[config.mk]
export PLATFORM = sky130hd
export DESIGN_NAME = s2p_frame_arbiter
export DESIGN_NICKNAME = d
export VERILOG_FILES = /design/src/rtl/s2p_frame_arbiter_pkg.sv /design/src/rtl/s2p_frame_arbiter_rr.sv /design/src/rtl/s2p_frame_arbiter.sv
export SDC_FILE = /design/constraint.sdc
export NUM_CORES = 1
export LEC_CHECK = 0
export ABC_AREA = 1
export BUFFER_PORTS_ARGS = -buffer_cell sky130_fd_sc_hd__buf_2
export CAP_MARGIN = 25
export CORE_UTILIZATION = 35
export CTS_CLUSTER_SIZE = 40
export DETAILED_ROUTE_END_ITERATION = 8
export PLACE_DENSITY = 0.63
export SLEW_MARGIN = 40
export SYNTH_ARGS = -nofsm -noshare
export SYNTH_HDL_FRONTEND = slang
export SYNTH_SLANG_ARGS = --single-unit
[constraint.sdc]
create_clock -name clk -period 2.05 [get_ports clk]
set_input_delay 0.3075 -clock clk [delete_from_list [all_inputs] [get_ports clk]]
set_output_delay 0.3075 -clock clk [all_outputs]
set_load 0.005 [all_outputs]
[src/rtl/s2p_frame_arbiter_pkg.sv]
// s2p_pkg: shared constants, FSM encodings and width helper for the frame arbiter
package s2p_pkg;
  localparam int FRAME_BITS_DEF = 6;
  localparam logic [0:0] S_IDLE = 1'b0;
  localparam logic [0:0] S_LOCK = 1'b1;
  // never returns less than 1 so degenerate parameters still give legal vectors
  function automatic int clog2(input int n);
    int r;
    r = 1;
    while ((1 << r) < n) r++;
    return r;
  endfunction
endpackage

[src/rtl/s2p_frame_arbiter_rr.sv]
// rr_arbiter: combinational round-robin pick, first requester after i_last wins
module rr_arbiter #(
  parameter int N    = 4,
  parameter int ID_W = 2
) (
  input  logic [N-1:0]    i_req,
  input  logic [ID_W-1:0] i_last,
  output logic [ID_W-1:0] o_gnt_id,
  output logic            o_gnt_any
);
  // lowest requester overall is the wrap-around fallback; lowest above i_last overrides it
  always_comb begin
    o_gnt_id  = '0;
    o_gnt_any = 1'b0;
    for (int j = N - 1; j >= 0; j--)
      if (i_req[j]) begin
        o_gnt_id  = ID_W'(j);
        o_gnt_any = 1'b1;
      end
    for (int j = N - 1; j >= 0; j--)
      if (i_req[j] && ID_W'(j) > i_last) o_gnt_id = ID_W'(j);
  end
endmodule

[src/rtl/s2p_frame_arbiter.sv]
// s2p_frame_arbiter: round-robin sharing of one serial-to-parallel deserializer among
// NUM_SRC serial sources, with per-frame grant lock, source tagging and stall abort.
module s2p_frame_arbiter
  import s2p_pkg::*;
#(
  parameter int NUM_SRC    = 4,
  parameter int FRAME_BITS = FRAME_BITS_DEF,
  parameter int TIMEOUT    = 16,
  parameter int ID_W       = clog2(NUM_SRC)
) (
  input  logic               clk,
  input  logic               rst_n,
  input  logic [NUM_SRC-1:0] src_valid,
  input  logic [NUM_SRC-1:0] src_data,
  output logic [NUM_SRC-1:0] src_ready,
  output logic               des_valid,
  output logic               des_data,
  input  logic               des_ready,
  output logic               des_flush,
  output logic [ID_W-1:0]    grant_id,
  output logic               busy,
  output logic               frame_done,
  output logic [ID_W-1:0]    frame_src,
  output logic               frame_abort
);
  localparam int CNT_W   = clog2(FRAME_BITS);
  localparam int STALL_W = clog2(TIMEOUT + 1);
  logic [0:0]         r_state;
  logic [ID_W-1:0]    r_grant, r_last, r_fsrc;
  logic [CNT_W-1:0]   r_bit_cnt;
  logic [STALL_W-1:0] r_stall_cnt;
  logic               r_done, r_abort;
  logic               w_lock, w_xfer, w_end, w_stall, w_timeout, w_gnt_any;
  logic [ID_W-1:0]    w_gnt_id, w_last;
  logic [NUM_SRC-1:0] w_req;
  assign w_lock      = r_state == S_LOCK;
  assign busy        = w_lock;
  assign grant_id    = r_grant;
  assign des_valid   = w_lock & src_valid[r_grant];
  assign des_data    = w_lock & src_data[r_grant];
  assign src_ready   = w_lock ? (NUM_SRC'(des_ready) << r_grant) : '0;
  assign w_xfer      = des_valid & des_ready;
  assign w_end       = w_xfer && r_bit_cnt == CNT_W'(FRAME_BITS - 1);
  assign w_stall     = w_lock & ~w_xfer;
  assign w_timeout   = TIMEOUT != 0 && w_stall && r_stall_cnt == STALL_W'(TIMEOUT - 1);
  // at a frame boundary the finishing owner is masked out so another requester takes over
  assign w_req       = w_lock ? src_valid & ~(NUM_SRC'(1) << r_grant) : src_valid;
  assign w_last      = w_lock ? r_grant : r_last;
  assign frame_done  = r_done;
  assign frame_src   = r_fsrc;
  assign frame_abort = r_abort;
  assign des_flush   = r_abort;
  rr_arbiter #(.N(NUM_SRC), .ID_W(ID_W)) u_rr (
    .i_req    (w_req),
    .i_last   (w_last),
    .o_gnt_id (w_gnt_id),
    .o_gnt_any(w_gnt_any)
  );
  always_ff @(posedge clk or negedge rst_n)
    if (!rst_n) begin
      r_state     <= S_IDLE;
      r_grant     <= '0;
      r_last      <= ID_W'(NUM_SRC - 1);
      r_fsrc      <= '0;
      r_bit_cnt   <= '0;
      r_stall_cnt <= '0;
      r_done      <= 1'b0;
      r_abort     <= 1'b0;
    end else begin
      r_done  <= w_end;
      r_abort <= w_timeout;
      if (w_end) r_fsrc <= r_grant;
      if (!w_lock) begin
        r_bit_cnt   <= '0;
        r_stall_cnt <= '0;
        if (w_gnt_any) begin
          r_grant <= w_gnt_id;
          r_state <= S_LOCK;
        end
      end else if (w_timeout) begin
        r_bit_cnt   <= '0;
        r_stall_cnt <= '0;
        r_last      <= r_grant;
        r_state     <= S_IDLE;
      end else if (w_xfer) begin
        r_stall_cnt <= '0;
        r_bit_cnt   <= w_end ? '0 : r_bit_cnt + CNT_W'(1);
        if (w_end) begin
          r_last <= r_grant;
          if (w_gnt_any) r_grant <= w_gnt_id;
          else r_state <= S_IDLE;
        end
      end else if (r_stall_cnt != '1) r_stall_cnt <= r_stall_cnt + STALL_W'(1);
    end
endmodule
* Word-level counts from Yosys, hierarchy flattened *
Cells that the tools add are included.

storage, ports and cells
  bits of input ports = 11
  word-level logic and storage cells = 82
  output and inout bits = 14
  register bits after elaboration = 17

operators by class
  equality and inequality tests = 8
  bitwise operators = 7
  shift operators = 2
  $lt $le $gt $ge = 5
  reductions and logical operators = 10
  add/subtract/negate cells = 2
  mux-type cells = 40

operators by type and width
  kind                 number
  $mux 2               17
  $mux 5               4
  $mux 3               4
  $mux 1               11
  $mux 4               2
  $logic_and 1x1->1    6
  $reduce_and 3->1     2
  $add 5x1->5 const B  1
  $eq 5x4->1 const B   1
  $ne 5x5->1 const B   1
  $and 1x1->1          4
  $and 4x4->4          1
  $bmux 1 s2           2
  $gt 1x2->1 const A   2
  $gt 2x2->1 const A   2
  $ne 2x1->1 const B   2
  $ne 4x1->1 const B   1
  $not 4->4            1
  $reduce_bool 2->1    2
  $shl 1x2->4          1
  $shl 1x2->4 const A  1
  $add 3x1->3 const B  1
  $eq 3x3->1 const B   1
  $lt 2x3->1 const B   1
  other kinds (3)      3

* Logic depth before layout (Yosys ltp) *
  depth in word-level cells = 17
  gate-level depth with buffers = 12
  depth with buffers taken out = 11

* By module *
From an unflattened synthesis, not the netlist that was laid out.

unflattened totals
  cells, all modules = 145
  area, all modules = 1132.3 um^2

modules (own cells, without submodules)
  module             cells each  instances  seq. area each (um^2)  area an instance (um^2)
  s2p_frame_arbiter  124         1          427.9                  1044.8
  rr_arbiter         21          1          0.0                    87.6

* Worst setup path before layout *
Ideal clock, no wire load.

  path kind = register -> register
  from = reg r_stall_cnt[0]
  to = reg r_stall_cnt[3]
  period minus slack after synthesis = 1.499 ns
  cell stages (with the launch flop) = 8
  required time = 1.930 ns
  setup slack = 0.551 ns
  setup time = 0.120 ns
  data arrival time = 1.380 ns
  buffers on the path = 0
  cell sequence = dfrtp_1 > ha_1 > and3_1 > ha_1 > nor2_1 > nand3_1 > xor2_1 > nor2_1

on the way
  word-level cells in the longest chain between the ends = 5
  elaborated cells on any way between the ends = 9
  classes of those cells = add/sub: 1; eq/ne: 3; mux: 4; reduce/logical: 1

RTL lines
  item                    RTL line                 source
  start, declared         s2p_frame_arbiter.sv:31  logic [STALL_W-1:0] r_stall_cnt;
  start signal, assigned  s2p_frame_arbiter.sv:93  end else if (r_stall_cnt != '1) r_stall_cnt <= r_stall_cnt + STALL_W'(1);
  $add 5x1->5             s2p_frame_arbiter.sv:93
  $mux 5                  s2p_frame_arbiter.sv:93
  $mux 5                  s2p_frame_arbiter.sv:85  end else if (w_xfer) begin
  $mux 5                  s2p_frame_arbiter.sv:80  end else if (w_timeout) begin
  $mux 5                  s2p_frame_arbiter.sv:73  if (!w_lock) begin

Parallel ways exist; a longest one is shown, timed or not. The select of a mux whose other input is x is not followed.
A chain may end at the register's enable or synchronous reset.

* Worst setup path in the final report *
  from = reg r_state, in the netlist busy
  to = out src_ready[2]

on the way
  word-level cells in the longest chain between the ends = 1

RTL lines
  item                    RTL line                 source
  start, declared         s2p_frame_arbiter.sv:28  logic [0:0] r_state;
  start signal, assigned  s2p_frame_arbiter.sv:61  r_state <= S_IDLE;
  start signal, assigned  s2p_frame_arbiter.sv:78  r_state <= S_LOCK;
  start signal, assigned  s2p_frame_arbiter.sv:84  r_state <= S_IDLE;
  $mux 4                  s2p_frame_arbiter.sv:41  assign src_ready = w_lock ? (NUM_SRC'(des_ready) << r_grant) : '0;
  end, declared           s2p_frame_arbiter.sv:15  output logic [NUM_SRC-1:0] src_ready,

Every way passes these cells.

==> qor.csv <==
stage,metric,value,unit
clocking,cts-root-buf,clkbuf_4,
sta,fin_worst_skew,0.00455,ns
run,cap_violations,0,
sta,rsz0062_at_grt,false,
clocking,cts_tree,done,
worst_setup_path,crit_path_end,src_ready[2],
clocking,cts_buffers,3,
clocking,cts.repair.resized,0,
final_layout,mostFrequentLayoutCells,"nand2_1, buf_2, dfrtp_1",
logic_synthesis,async_flop_share,1.00,
grt,antenna_found_initial,0,
grt,grt_max_degree,18,
floorplan,io_pins,25,
sta,hold_viol_final,0,
sta,setup_viol,0,
grt,grt_pass1_wl,3.64,mm
routing,post_drt_wl_per_cell,10.4,um
place,io_buffers,24,
clocking,post_cts_buffers,0,
final_layout,n_fill_cell,313,
floorplan,rows,20,
worst_setup_path,critPathLaunchType,flip-flop,
sta,fmax,548,MHz
place,finalWeightedCongestion,0.794,
grt,grt-ovfl-total,0,
floorplan,fp.coreArea,3030,um^2
logic_synthesis,synth_area_leaders,"dfrtp_1, nand2_1, ha_1",
worst_setup_path,worstPathRequired,1.74,ns
floorplan,die_w,58.3,um
logic_synthesis,yosys_register_bits,17,
grt,grt_pass1_vias,880,
clocking,clkTransAtPathRegs,0.10,ns
logic_synthesis,avgSynthCellArea,7.98,um^2
routing,vias_per_cell,4.63,
worst_setup_path,r2r-end,grant_id[0]$_DFFE_PN0P_,
power,peakVddDrop,0.614,mV
worst_setup_path,arrival,1.52,ns
logic_synthesis,netlist.area_leader.share,0.338,
logic_synthesis,synthesis.area,1110,um^2
logic_synthesis,ys.flop_type,dfrtp_1,
floorplan,dieArea,3400,um^2
sta,relSlewSlack,0.571,
worst_hold_path,hold_class,primary input to flip-flop,
logic_synthesis,synth-edff-count,0,
routing,drt_first_pass_iters,6,
power,leakagePower,0.710,nW
routing,ant_nets,0,
logic_synthesis,ys_warn_count,0,
run_status,status,finished clean,
logic_synthesis,syn-num-nets,155,
routing,via_count,963,
sta,slew_viol_final,0,
grt,grtUsageTotal,0.139,
sta,period_share,0.891,
final_layout,drive_gt1_frac,0.305,
clocking,postCtsHoldBufs,1,
floorplan,initial_utilization,0.367,
final_layout,final_common_cell,nand2_1,
sta,fin_crit,1.83,ns
final_layout,antenna_cells,0,
final_layout,nets,181,
logic_synthesis,synth_cell_types,29,
clocking,cts_max_level,1,
logic_synthesis,yosysSeqAreaShare,0.386,
worst_setup_path,r2r_start,busy$_DFF_PN0_,
power,powerDensity,1240,nW/um^2
worst_setup_path,r2r.worst_path.cells,7,
worst_setup_path,reg2reg_setup_slack,0.29,ns
worst_setup_path,crit_start,busy$_DFF_PN0_,
worst_setup_path,crit_path_end_kind,output port,
final_layout,syn_to_final_growth,15.3,%
worst_setup_path,critPathKind,flip-flop to output port,
sta,worst_slew_pin_slew,0.643,ns
clocking,clk_latency,0.29,ns
floorplan,dieHeight,58.3,um
final_layout,regArea,428,um^2
logic_synthesis,yosys.area.top_type,dfrtp_1,
routing,drt_iter0_drc,51,
logic_synthesis,netlist_instances,139,
clocking,cts_max_path_buffers,2,
sta,setup_tns,0,ns
routing,drc,0,
power,p_total,0.00159,W
place,dp.final_hpwl,1.64,mm
clocking,numClockSinks,17,
final_layout,multiInputGateArea,572,um^2
routing,drt_wl_total,2.16,mm
worst_setup_path,crit_fanout,16,
-- stage by stage --
| stage | setup slack (ns) | hold slack (ns) | util | instances | cell area [um^2] |
|---|---|---|---|---|---|
| finish | 0.224 | 0.414 | 0.423 | 208 | 1280 |
| global route | 0.0834 | 0.409 | 0.423 | 208 | 1280 |
| CTS | 0.222 | 0.409 | 0.423 | 208 | 1280 |
| detailed placement | 0.309 | 0.250 | 0.411 | 203 | 1240 |
| global placement | 0.392 | 0.244 | 0.411 | 203 | 1240 |
| floorplan | 0.551 | 0.0119 | - | 139 | 1110 |
-- Yosys cell counts (2+ instances only) --
cell type,n
buf_6,3
dfrtp_1,15
nand2_1,41
a21oi_1,3
nand3_2,2
nor2_2,2
nand3_1,9
dfstp_2,2
o21ai_0,4
xor2_1,2
o22ai_1,2
inv_1,13
nor2_1,11
o21ai_1,2
nand2_2,6
ha_1,5
inv_2,3
a21oi_2,3
-- worst max-delay path: stages, from the launching register on --
cell and delay, ns:
dfrtp_1 0.77, nand3_1 0.22, nor2_1 0.12, buf_2 0.12
-- state kept, by name, indices dropped and copies added (netlist names) --
signal,count
frame_done,1
busy,1
grant_id,2
r_stall_cnt,5
r_bit_cnt,3
r_last,2
des_flush,1
frame_src,2
-- how the worst min path moves through the flow --
stage	from	to	slack, ns	cells past startpoint
floorplan	rst_n	busy$_DFF_PN0_	0.01	0
global placement	rst_n	frame_done$_DFF_PN0_	0.24	1
detailed placement	rst_n	des_flush$_DFF_PN0_	0.25	1
CTS	des_ready	frame_done$_DFF_PN0_	0.41	3
global route	des_ready	frame_done$_DFF_PN0_	0.41	3
finish	des_ready	frame_done$_DFF_PN0_	0.41	3
-- report_power, final --
part / total [W] / switching (W) / leakage (nW) / internal, W
combinational: 0.000802 / 0.000469 / 0.486 / 0.000333
sequential: 0.000611 / 0.000145 / 0.209 / 0.000466
clock: 0.000180 / 0.000104 / 0.0150 / 0.0000757
-- metal layers --
| metal | vias to the layer above | global-route usage | share of wire |
|---|---|---|---|
| met1 | 445 | 0.177 | 0.47 |
| met3 | 0 | 0.0571 | 0.056 |
| met4 | 0 | 0.0374 | 0 |
| met2 | 24 | 0.220 | 0.47 |
| met5 | - | 0 | 0 |
| li1 | 494 | - | - |
-- cells by family after synthesis --
kind of cell             Yosys count  share of synthesized area
AND/OR/NAND/NOR                   77                      0.347
adder cells (fa/ha/maj)            5                     0.0564
XOR/XNOR                           3                     0.0237
AO/OA/AOI/OAI                     16                     0.0879
flip-flops                        17                      0.386
buffers and inverters             21                     0.0992
-- cell type report --
cell class / instances / share of cell area
clock buffers: 4 / 0.0205
flip-flops and latches: 17 / 0.334
repair buffers: 25 / 0.102
well taps: 44 / 0.0430
inverters: 17 / 0.0538
multi-input cells: 101 / 0.447
No activity file was read; power rests on OpenSTA's default activity.
